`config.mk`:
```
export PLATFORM = sky130hd
export DESIGN_NAME = bin_to_bcd_seq
export DESIGN_NICKNAME = d
export VERILOG_FILES = /design/src/rtl/bin_to_bcd_seq.sv
export SDC_FILE = /design/constraint.sdc
export NUM_CORES = 1
export LEC_CHECK = 0
export ABC_AREA = 1
export CAP_MARGIN = 20
export CELL_PAD_IN_SITES_DETAIL_PLACEMENT = 0
export CELL_PAD_IN_SITES_GLOBAL_PLACEMENT = 1
export CORE_AREA = 4 4 119 64
export CTS_BUF_LIST = sky130_fd_sc_hd__clkbuf_16
export DETAILED_ROUTE_END_ITERATION = 10
export DIE_AREA = 0 0 123 68
export PLACE_DENSITY = 0.81
export SLEW_MARGIN = 15
export SYNTH_ARGS = -nofsm -noshare
export SYNTH_HDL_FRONTEND = slang
export SYNTH_SLANG_ARGS = --single-unit
```
`constraint.sdc`:
```
create_clock -name clk -period 3.1 [get_ports clk]
set_clock_uncertainty 0.15 [all_clocks]
set_input_delay 0.31 -clock clk [delete_from_list [all_inputs] [get_ports clk]]
set_output_delay 0.31 -clock clk [all_outputs]
set_load 0.1 [all_outputs]
```
`src/rtl/bin_to_bcd_seq.sv`:
```
// Sequential 14-bit binary to 4-digit BCD converter (double dabble).
// Define BCD_BLANK_EN to enable leading-zero blank flags.
module bin_to_bcd_seq (
  input  logic        clk,
  input  logic        rst,
  input  logic        start,
  input  logic [13:0] bin_in,
  output logic        busy,
  output logic        done,
  output logic [3:0]  bcd_thou,
  output logic [3:0]  bcd_hund,
  output logic [3:0]  bcd_tens,
  output logic [3:0]  bcd_ones,
  output logic        overflow,
  output logic [3:0]  blank
);

  typedef enum logic [1:0] {
    IDLE,
    SHIFT,
    DONE
  } state_t;

  state_t      state_q, state_d;
  logic [13:0] bin_q, bin_d;
  logic [15:0] scr_q, scr_d;
  logic [3:0]  cnt_q, cnt_d;
  logic        ovf_q, ovf_d;
  logic        load;
  logic [15:0] adj;
  logic [29:0] sh;
  logic [15:0] dig_nx;

  always_comb begin
    adj = scr_q;
    for (int i = 0; i < 4; i++) begin
      if (scr_q[4*i+:4] >= 4'd5) begin
        adj[4*i+:4] = scr_q[4*i+:4] + 4'd3;
      end
    end
    sh = {adj, bin_q} << 1;
  end

  always_comb begin
    state_d = state_q;
    bin_d   = bin_q;
    scr_d   = scr_q;
    cnt_d   = cnt_q;
    ovf_d   = ovf_q;
    load    = 1'b0;
    unique case (state_q)
      IDLE: begin
        if (start) begin
          bin_d   = bin_in;
          scr_d   = 16'd0;
          cnt_d   = 4'd0;
          ovf_d   = (bin_in > 14'd9999);
          state_d = SHIFT;
        end
      end
      SHIFT: begin
        {scr_d, bin_d} = sh;
        cnt_d = cnt_q + 4'd1;
        if (cnt_q == 4'd13) begin
          state_d = DONE;
        end
      end
      DONE: begin
        load    = 1'b1;
        state_d = IDLE;
      end
      default: state_d = IDLE;
    endcase
  end

  always_ff @(posedge clk or negedge rst) begin
    if (!rst) begin
      state_q <= IDLE;
      bin_q   <= '0;
      scr_q   <= '0;
      cnt_q   <= '0;
      ovf_q   <= 1'b0;
    end else begin
      state_q <= state_d;
      bin_q   <= bin_d;
      scr_q   <= scr_d;
      cnt_q   <= cnt_d;
      ovf_q   <= ovf_d;
    end
  end

  // Out-of-range inputs saturate to 9999.
  assign dig_nx = ovf_q ? 16'h9999 : scr_q;

  always_ff @(posedge clk or negedge rst) begin
    if (!rst) begin
      busy     <= 1'b0;
      done     <= 1'b0;
      overflow <= 1'b0;
      bcd_thou <= 4'd0;
      bcd_hund <= 4'd0;
      bcd_tens <= 4'd0;
      bcd_ones <= 4'd0;
    end else begin
      busy <= (state_d != IDLE);
      done <= load;
      if (load) begin
        overflow <= ovf_q;
        bcd_thou <= dig_nx[15:12];
        bcd_hund <= dig_nx[11:8];
        bcd_tens <= dig_nx[7:4];
        bcd_ones <= dig_nx[3:0];
      end
    end
  end

`ifdef BCD_BLANK_EN
  logic [3:0] blank_nx;

  always_comb begin
    blank_nx    = 4'b0000;
    blank_nx[3] = (dig_nx[15:12] == 4'd0);
    blank_nx[2] = blank_nx[3] && (dig_nx[11:8] == 4'd0);
    blank_nx[1] = blank_nx[2] && (dig_nx[7:4] == 4'd0);
  end

  always_ff @(posedge clk or negedge rst) begin
    if (!rst) begin
      blank <= 4'b1110;
    end else if (load) begin
      blank <= blank_nx;
    end
  end
`else
  assign blank = 4'b0000;
`endif

endmodule

```
### After elaboration in Yosys (flattened, before gate mapping)

Cells that the tools add are included.

| storage, ports and cells | value |
|---|---|
| output and inout bits | 23 |
| bits in registers | 56 |
| logic and storage cells | 46 |
| bits of input ports | 17 |

| cells by class | value |
|---|---|
| equality and inequality tests | 4 |
| add/sub/neg operators | 5 |
| multiplexer cells | 15 |
| reductions and logical operators | 5 |
| $lt $le $gt $ge | 5 |

Operators by type and width:

| kind | number |
|---|---|
| 16-bit two-way mux | 2 |
| 16-bit one-hot mux with 2 select lines | 1 |
| 14-bit one-hot mux with 2 select lines | 1 |
| 4-bit by 3-bit greater-or-equal comparator with 1-bit output (second input constant) | 4 |
| 4-bit two-way mux | 4 |
| 14-bit greater-than comparator (second input constant) | 1 |
| 14-bit two-way mux | 1 |
| 4-bit by 2-bit adder with 4-bit output (second input constant) | 3 |
| 4-bit one-hot mux with 2 select lines | 1 |
| 4-bit by 1-bit adder with 4-bit output (second input constant) | 1 |
| 4-bit equality test (second input constant) | 1 |
| 2-bit two-way mux | 2 |
| 2-bit one-hot mux with 2 select lines | 1 |
| 2-bit AND reduction | 2 |
| 2-bit nonzero test | 2 |
| 3-bit by 2-bit adder with 3-bit output (second input constant) | 1 |
| 3-bit two-way mux | 1 |
| 2-bit by 1-bit equality test with 1-bit output (second input constant) | 1 |
| 2-bit equality test (second input constant) | 1 |
| 2-bit logical NOT | 1 |
| 2-bit inequality test (second input constant) | 1 |
| 1-bit two-way mux | 1 |

### Depth between registers and ports, before layout

Gate-level depths: netlist (run 1).

| depth | value |
|---|---|
| word-level depth | 4 |
| depth in mapped cells | 8 |
| gate-level depth less buffers | 8 |

### Worst setup path after synthesis (run 1)

Ideal clock, no wire load.

| timing path | value |
|---|---|
| path type | register to output |
| start point | reg bcd_hund[0] |
| end point | out bcd_hund[0] |
| cell stages (with the launch flop) | 1 |
| arrival time | 0.898 ns |
| required time | 2.640 ns |
| path slack | 1.742 ns |
| path buffers | 0 |
| path through | dfrtp_1 |

RTL lines:

| item | RTL line | source |
|---|---|---|
| from (decl) | 11 | `output logic [3:0] bcd_hund,` |
| from (signal assigned) | 110 | `bcd_hund <= dig_nx[11:8];` |

No word-level cell between the ends.

### Worst setup path after layout (run 1)

| timing path | value |
|---|---|
| start point | in start |
| end point | reg bin_q[8] |

| between the ends | value |
|---|---|
| word-level cells in the longest chain between the ends | 2 |

RTL lines:

| item | RTL line | source |
|---|---|---|
| from (decl) | 6 | `input logic start,` |
| 2-bit inequality test (no line) | - |  |
| 2-bit AND reduction (no line) | - |  |
| to (signal assigned) | 85 | `bin_q <= bin_d;` |
| to (decl) | 25 | `logic [13:0] bin_q, bin_d;` |

No other way between the ends.
A chain may end at the register's enable or synchronous reset.

==> summary.txt, run 1 <==
Run status
  • Status: finished with violations
  • Violated checks: hold timing

Floorplanning
  • Core area: 6540 µm²
  • I/O pins: 40
  • Die W: 123 µm
  • Effective utilization at floorplan: 0.430
  • Site Rows: 21
  • Die ar.: 8360 µm²
  • Die Y-Extent: 68 µm

Yosys
  • #FFs+latches synth: 56
  • Yosys Warn Count: 0
  • Sequential share of the synthesized area: 0.499
  • Post-synth cell types: 24
  • Synthesized area: 2810 µm²
  • Synth area leaders: dfrtp_1 50%, nand2_1 13%, inv_1 5.1%
  • Syn avg cell area: 8.44 µm²
  • Top-area cell type share of the netlist area: 0.499
  • Post-Syn Instances: 333
  • Most area-hungry cell type in the Yosys netlist: dfrtp_1

Placed design
  • Placed Cells: 453
  • Hpwl dp: 3.86 mm
  • GP Congestion: 0.746
  • IO buf count: 35
  • Setup WS pre-CTS: 1100 ps

Global route
  • Initial antenna violation count: 0
  • Vias in the first global route: 2064
  • First-pass GRT wire length: 9.45 mm
  • Grt ovf: 0
  • Overall routing resource usage: 0.144
  • Largest net degree at the start of global routing: 57

Pwr
  • Internal: 1.86 mW
  • Leak Pwr: 1.67 nW
  • Pwr dens: 1130 nW/µm²
  • Flop pwr share: 0.334
  • Max VDD drop: 0.295 mV
  • Switching Power: 1.85 mW
  • Switching part of the total: 0.498
  • Clk network pwr share: 0.145
  • Comb power frac: 0.520
  • Power Total: 3.71 mW

Detailed routing
  • Final ANT Viol Nets: 0
  • Drt first pass iters: 4
  • DRC violations left: 0
  • Initial DRC count: 132
  • Total number of vias: 2180
  • Drt wl/cell: 11.9 µm
  • Routed WL: 5.49 mm
  • Avg Vias per Cell: 4.73

Finish
  • Fill cells: 638
  • Most frequent cells in the layout: 101 x nand2_1, 56 x dfrtp_1, 39 x inv_1
  • Synth-to-Final Area Change: 16.7%
  • Antenna fix cells: 0
  • Commonest non-fill, non-tap cell in the layout: nand2_1
  • Share of cells above drive strength 1: 0.133
  • Total Nets Final: 395
  • Finished Layout Cells: 461

STA
  • Worst slew margin: 0.535
  • Fin crit period: 1670 ps
  • Final Cycle Share: 0.539
  • Fin. Hold Viols: 5
  • Final setup fails: 0
  • Max Slew Vio Count: 0
  • Setup ws final: 1430 ps
  • FMAX: 598 MHz
  • Worst-Margin Slew: 698 ps
  • Unrepaired setup endpoints after global routing: false
  • WHS: -5.31 ps
  • Setup TNS: 0 ps

Clock tree
  • CTS tree: yes
  • CTS Sinks: 56
  • Total CTS buffers: 5
  • Setup Buffers After CTS: 0
  • H-tree Lvls: 2
  • Clk root buf: clkbuf_16
  • CTS Hold Bufs: 0
  • CTS max path bufs: 2
  • Clk_lat worst skew: 290 ps
  • Clk slew on worst S/H paths: 70 ps
  • CTS resizes: 0

Critical path
  • CP Cell Sequence: clkdlybuf4s50_1 > o21ai_4 > inv_4 > nand2_1 > o21ai_2
  • Crit path capture type: flip-flop
  • CP required: 3120 ps
  • CP max-delay cell: clkdlybuf4s50_1
  • Crit path kind: in -> reg
  • Crit path max fanout: 27
  • Worst Path Arrival: 1690 ps
  • Critical path launch point type: input port
  • Crit-path max cell delay: 450 ps

Flow run
  • MaxCap Viol Count: 0

Hold path
  • HP Class: in -> async
## flip-flops by register name (all words and copies together) (netlist names)
name	cells
scr_q	16
bin_q	14
bcd_hund	4
bcd_ones	4
bcd_tens	4
bcd_thou	4
cnt_q	4
state_q	2
busy	1
done	1
overflow	1
ovf_q	1
## worst max-delay path: cells and delay by family
| kind | cells | cell delay, ps |
|---|---|---|
| buffers and inverters | 2 | 700 |
| AOI/OAI and AO/OA | 2 | 510 |
| and+or+nand+nor | 1 | 150 |
## final timing paths
| path | from | depth (start not counted) | slack, ps | endpoint |
|---|---|---|---|---|
| worst max-delay path | start | 5 | 1430 | bin_q[8]$_DFFE_PN0P_ |
| worst min-delay path | rst | 2 | -5 | bin_q[2]$_DFFE_PN0P_ |
| worst max register to register | state_q[1]$_DFF_PN0_ | 5 | 1450 | scr_q[8]$_DFFE_PN0P_ |
| worst min register to register | bcd_thou[1]$_DFFE_PN0P_ | 2 | 340 | bcd_thou[1]$_DFFE_PN0P_ |
| max in group asynchronous | rst | 2 | 2340 | scr_q[10]$_DFFE_PN0P_ |
| min in group clk | bcd_thou[1]$_DFFE_PN0P_ | 2 | 340 | bcd_thou[1]$_DFFE_PN0P_ |
## synth_stat cells
library cell and instances:
dfrtp_1 56, o22ai_2 1, inv_2 5, inv_1 38, a21oi_1 11, conb_1 1
o21ai_4 1, nand4_1 9, inv_4 1, ha_1 10, o21ai_1 9, buf_4 6
nand2_1 101, nor2_8 1, o21bai_1 3, o21ai_0 21, nand2_2 1, nand2_4 1
nor2_2 1, nor2_1 16, o21ai_2 10, buf_6 5, nand3_1 24, o211ai_1 1
## per-stage QoR
step / area [µm²] / utilization
after floorplan: 2820 / -
after global placement: 3140 / 0.480
after detailed placement: 3140 / 0.480
after CTS: 3280 / 0.501
after global routing: 3280 / 0.501
final: 3280 / 0.501
## routing by layer
layer | share of wire | GRT usage | vias to the layer above | routed length (µm)
met3 | 0.031 | 0.0347 | 4 | 169
li1 | - | - | 1129 | -
met1 | 0.52 | 0.185 | 1020 | 2830
met4 | 0.0077 | 0.0414 | 0 | 42
met5 | 0 | 0 | - | 0
met2 | 0.44 | 0.245 | 27 | 2440
## power by group through the flow
| stage | logic (mW) | clock network, mW | registers, mW |
|---|---|---|---|
| 2_1_floorplan | 1.04 | 0 | 1.80 |
| 4_1_cts | 1.95 | 0.557 | 1.24 |
| 3_5_place_dp | 1.95 | 0 | 1.25 |
| 5_1_grt | 2.16 | 0.588 | 1.28 |
| 6_report | 1.93 | 0.539 | 1.24 |
| 3_3_place_gp | 1.91 | 0 | 1.24 |
## area by class of cell
class	count	area (µm²)	share of cell area
Sequential cell	56	1400	0.427
Tap cell	92	115	0.0351
Multi-Input combinational cell	225	1150	0.351
Timing Repair Buffer	36	305	0.0931
Clock buffer	5	125	0.0381
Inverter	44	168	0.0511
Clock inverter	3	15.0	0.00458
## logic make-up after synthesis
kind of cell             share of synthesized area
other                                      0.00133
AND/OR/NAND/NOR                              0.235
flip-flops                                   0.499
adder cells (fa/ha/maj)                     0.0445
AO/OA/AOI/OAI                                0.125
buffers and inverters                       0.0957
Note: power is estimated with default switching activity, not from simulation.
==> run 2: changes to the inputs <==
--- a/config.mk
+++ b/config.mk
@@ -9,11 +9,11 @@
 export CAP_MARGIN = 20
 export CELL_PAD_IN_SITES_DETAIL_PLACEMENT = 0
 export CELL_PAD_IN_SITES_GLOBAL_PLACEMENT = 1
-export CORE_AREA = 4 4 119 64
+export CORE_AREA = 4 4 123 66
 export CTS_BUF_LIST = sky130_fd_sc_hd__clkbuf_16
 export DETAILED_ROUTE_END_ITERATION = 10
-export DIE_AREA = 0 0 123 68
-export PLACE_DENSITY = 0.81
+export DIE_AREA = 0 0 127 70
+export PLACE_DENSITY = 0.76
 export SLEW_MARGIN = 15
 export SYNTH_ARGS = -nofsm -noshare
 export SYNTH_HDL_FRONTEND = slang
==> constraint.sdc (replaced) <==
create_clock -name clk -period 1.6 [get_ports clk]
set_clock_uncertainty 0.15 [all_clocks]
set_input_delay 0.16 -clock clk [delete_from_list [all_inputs] [get_ports clk]]
set_output_delay 0.16 -clock clk [all_outputs]
set_load 0.1 [all_outputs]
==> run 2 against run 1 <==
Compared with the run above:
- the flow now finishes without violations
- via count rose by 4.6%
- core utilization is 2.0 points higher
- count of clock-buffer cells in the layout is the same
- critical path depth is 1 higher
- routed wire length rose by 16%
- first-iteration DRC count rose by 62%
- critical path type is now reg -> reg
==> summary.txt, run 2 (synthesis results as in run 1) <==
Run status
  • Status: completed

Clock tree
  • CTS tree: yes
  • CTS max path bufs: 2
  • H-tree Lvls: 2
  • Clk root buf: clkbuf_16
  • Total CTS buffers: 5
  • CTS Sinks: 56
  • Clk slew on worst S/H paths: 70 ps
  • Clk_lat worst skew: 300 ps

Floorplanning
  • Effective utilization at floorplan: 0.396
  • Site Rows: 22
  • Die Y-Extent: 70 µm
  • I/O pins: 40
  • Die ar.: 8890 µm²
  • Core area: 7100 µm²
  • Die W: 127 µm

Global route
  • Largest net degree at the start of global routing: 24
  • Initial antenna violation count: 0
  • Vias in the first global route: 2134
  • Overall routing resource usage: 0.153
  • First-pass GRT wire length: 11.0 mm
  • Grt ovf: 0

Critical path
  • Critical path launch point type: flip-flop
  • Crit path depth: 6
  • Most common cell on crit path: nand2_1
  • Reg2Reg Capture Point: scr_q[8]$_DFFE_PN0P_
  • Crit path kind: reg -> reg
  • Crit path capture type: flip-flop
  • R2r worst-path depth: 6
  • Crit-path max cell delay: 430 ps
  • CP max-delay cell: dfrtp_1
  • CP Cell Sequence: buf_4 > ha_1 > nand2_1 > nand3_2 > nand2_1 > o21bai_1
  • R2R setup slack: 160 ps
  • Buf/Inv on CP: 1
  • Crit path max fanout: 3
  • Worst R2R Start: scr_q[4]$_DFFE_PN0P_
  • Worst setup path end: scr_q[8]$_DFFE_PN0P_
  • CP delay by family, top: flip-flops
  • CP required: 1630 ps
  • Worst Path Arrival: 1480 ps
  • CP startpoint: scr_q[4]$_DFFE_PN0P_

Pwr
  • Clk network pwr share: 0.151
  • Flop pwr share: 0.304
  • Pwr dens: 2230 nW/µm²
  • Switching Power: 3.89 mW
  • Leak Pwr: 1.86 nW
  • Max VDD drop: 1.00 mV
  • Internal: 4.35 mW
  • Power Total: 8.24 mW
  • Switching part of the total: 0.472
  • Comb power frac: 0.544

STA
  • Unrepaired setup endpoints after global routing: false
  • Fin crit period: 1440 ps
  • FMAX: 693 MHz
  • Max Slew Vio Count: 0
  • Fin. Hold Viols: 0
  • Final setup fails: 0
  • Final Cycle Share: 0.902
  • Setup TNS: 0 ps

Flow run
  • MaxCap Viol Count: 0

Finish
  • Total Nets Final: 406
  • Antenna fix cells: 0
  • Most frequent cells in the layout: 101 x nand2_1, 56 x dfrtp_1, 34 x inv_1
  • Top reg by flops: scr_q
  • Synth-to-Final Area Change: 31.7%
  • Number of flip-flops in the largest register: 16
  • Final Util: 0.521
  • Share of cells above drive strength 1: 0.179
  • Biggest registers after layout: scr_q: 16 flops, bin_q: 14 flops
  • Commonest non-fill, non-tap cell in the layout: nand2_1

Detailed routing
  • Drt wl/cell: 13.4 µm
  • Final ANT Viol Nets: 0
  • Routed WL: 6.36 mm
  • DRC violations left: 0
  • Avg Vias per Cell: 4.79
  • Total number of vias: 2281
  • Drt first pass iters: 5
  • Initial DRC count: 214

Placed design
  • IO buf count: 35
  • Hpwl dp: 4.66 mm
  • GP Congestion: 0.823

Hold path
  • HP Class: in -> async
run 2: cell types whose count changed in the layout (fill, tap and decap cells not counted), sizes merged:
cell         change
buf             +10
bufinv           +1
dlygate4sd3      +1
inv              -1
run 2: per-stage QoR:
| stage | hold WS, ps | instances | worst slack (ps) | instance area, µm² |
|---|---|---|---|---|
| after global placement | -27.9 | 466 | 99.6 | 3500 |
| after global routing | 229 | 476 | 23.9 | 3700 |
| after detailed placement | -28.4 | 466 | 53.7 | 3500 |
| after floorplan | -286 | 336 | 245 | 2820 |
| after CTS | 186 | 475 | 84.0 | 3680 |
| final | 183 | 476 | 156 | 3700 |
run 2: how the worst min path moves through the flow:
stage | slack (ps) | cells after the start | to
5_1_grt | 230 | 2 | bin_q[6]$_DFFE_PN0P_
3_5_place_dp | -30 | 1 | bin_q[7]$_DFFE_PN0P_
2_1_floorplan | -290 | 0 | bcd_hund[0]$_DFFE_PN0P_
6_report | 180 | 2 | bin_q[6]$_DFFE_PN0P_
4_1_cts | 190 | 2 | bin_q[7]$_DFFE_PN0P_
3_3_place_gp | -30 | 1 | bin_q[6]$_DFFE_PN0P_
run 2: worst register-to-register path: cells and delay by family (launching register included):
family	cells	cell delay, ps
flip-flops	1	430
AND/OR/NAND/NOR	3	340
adder cells (fa/ha/maj)	1	180
buffers and inverters	1	160
AO/OA/AOI/OAI	1	70
run 2: cell type report:
class	count	area (µm²)
tap	96	120
clock buffer	5	125
fill	650	3400
sequential	56	1400
timing repair buffer	47	678
multi-input combinational	225	1170
inverter	44	168
clock inverter	3	42.5
run 2: power groups by stage:
stage	logic (mW)	clock network (mW)	registers [mW]
3_3_place_gp	4.36	0	2.53
6_report	4.49	1.25	2.51
4_1_cts	4.46	1.29	2.51
5_1_grt	4.92	1.34	2.60
2_1_floorplan	2.02	0	3.49
3_5_place_dp	4.43	0	2.53
run 2: per-layer routing:
metal	track usage	up-vias	wire length [µm]
met3	0.0382	7	278
li1	-	1155	-
met2	0.208	54	2660
met5	0	-	0
met1	0.240	1065	3360
met4	0.0369	0	63
run 2: timing repair:
| action | in CTS | in global routing |
|---|---|---|
| hold buffers | 1 | 0 |
| gates resized for setup | 0 | 7 |
| setup buffers | 0 | 1 |
| endpoints found under the hold margin | 56 | 0 |
| setup endpoints to repair | 0 | 9 |
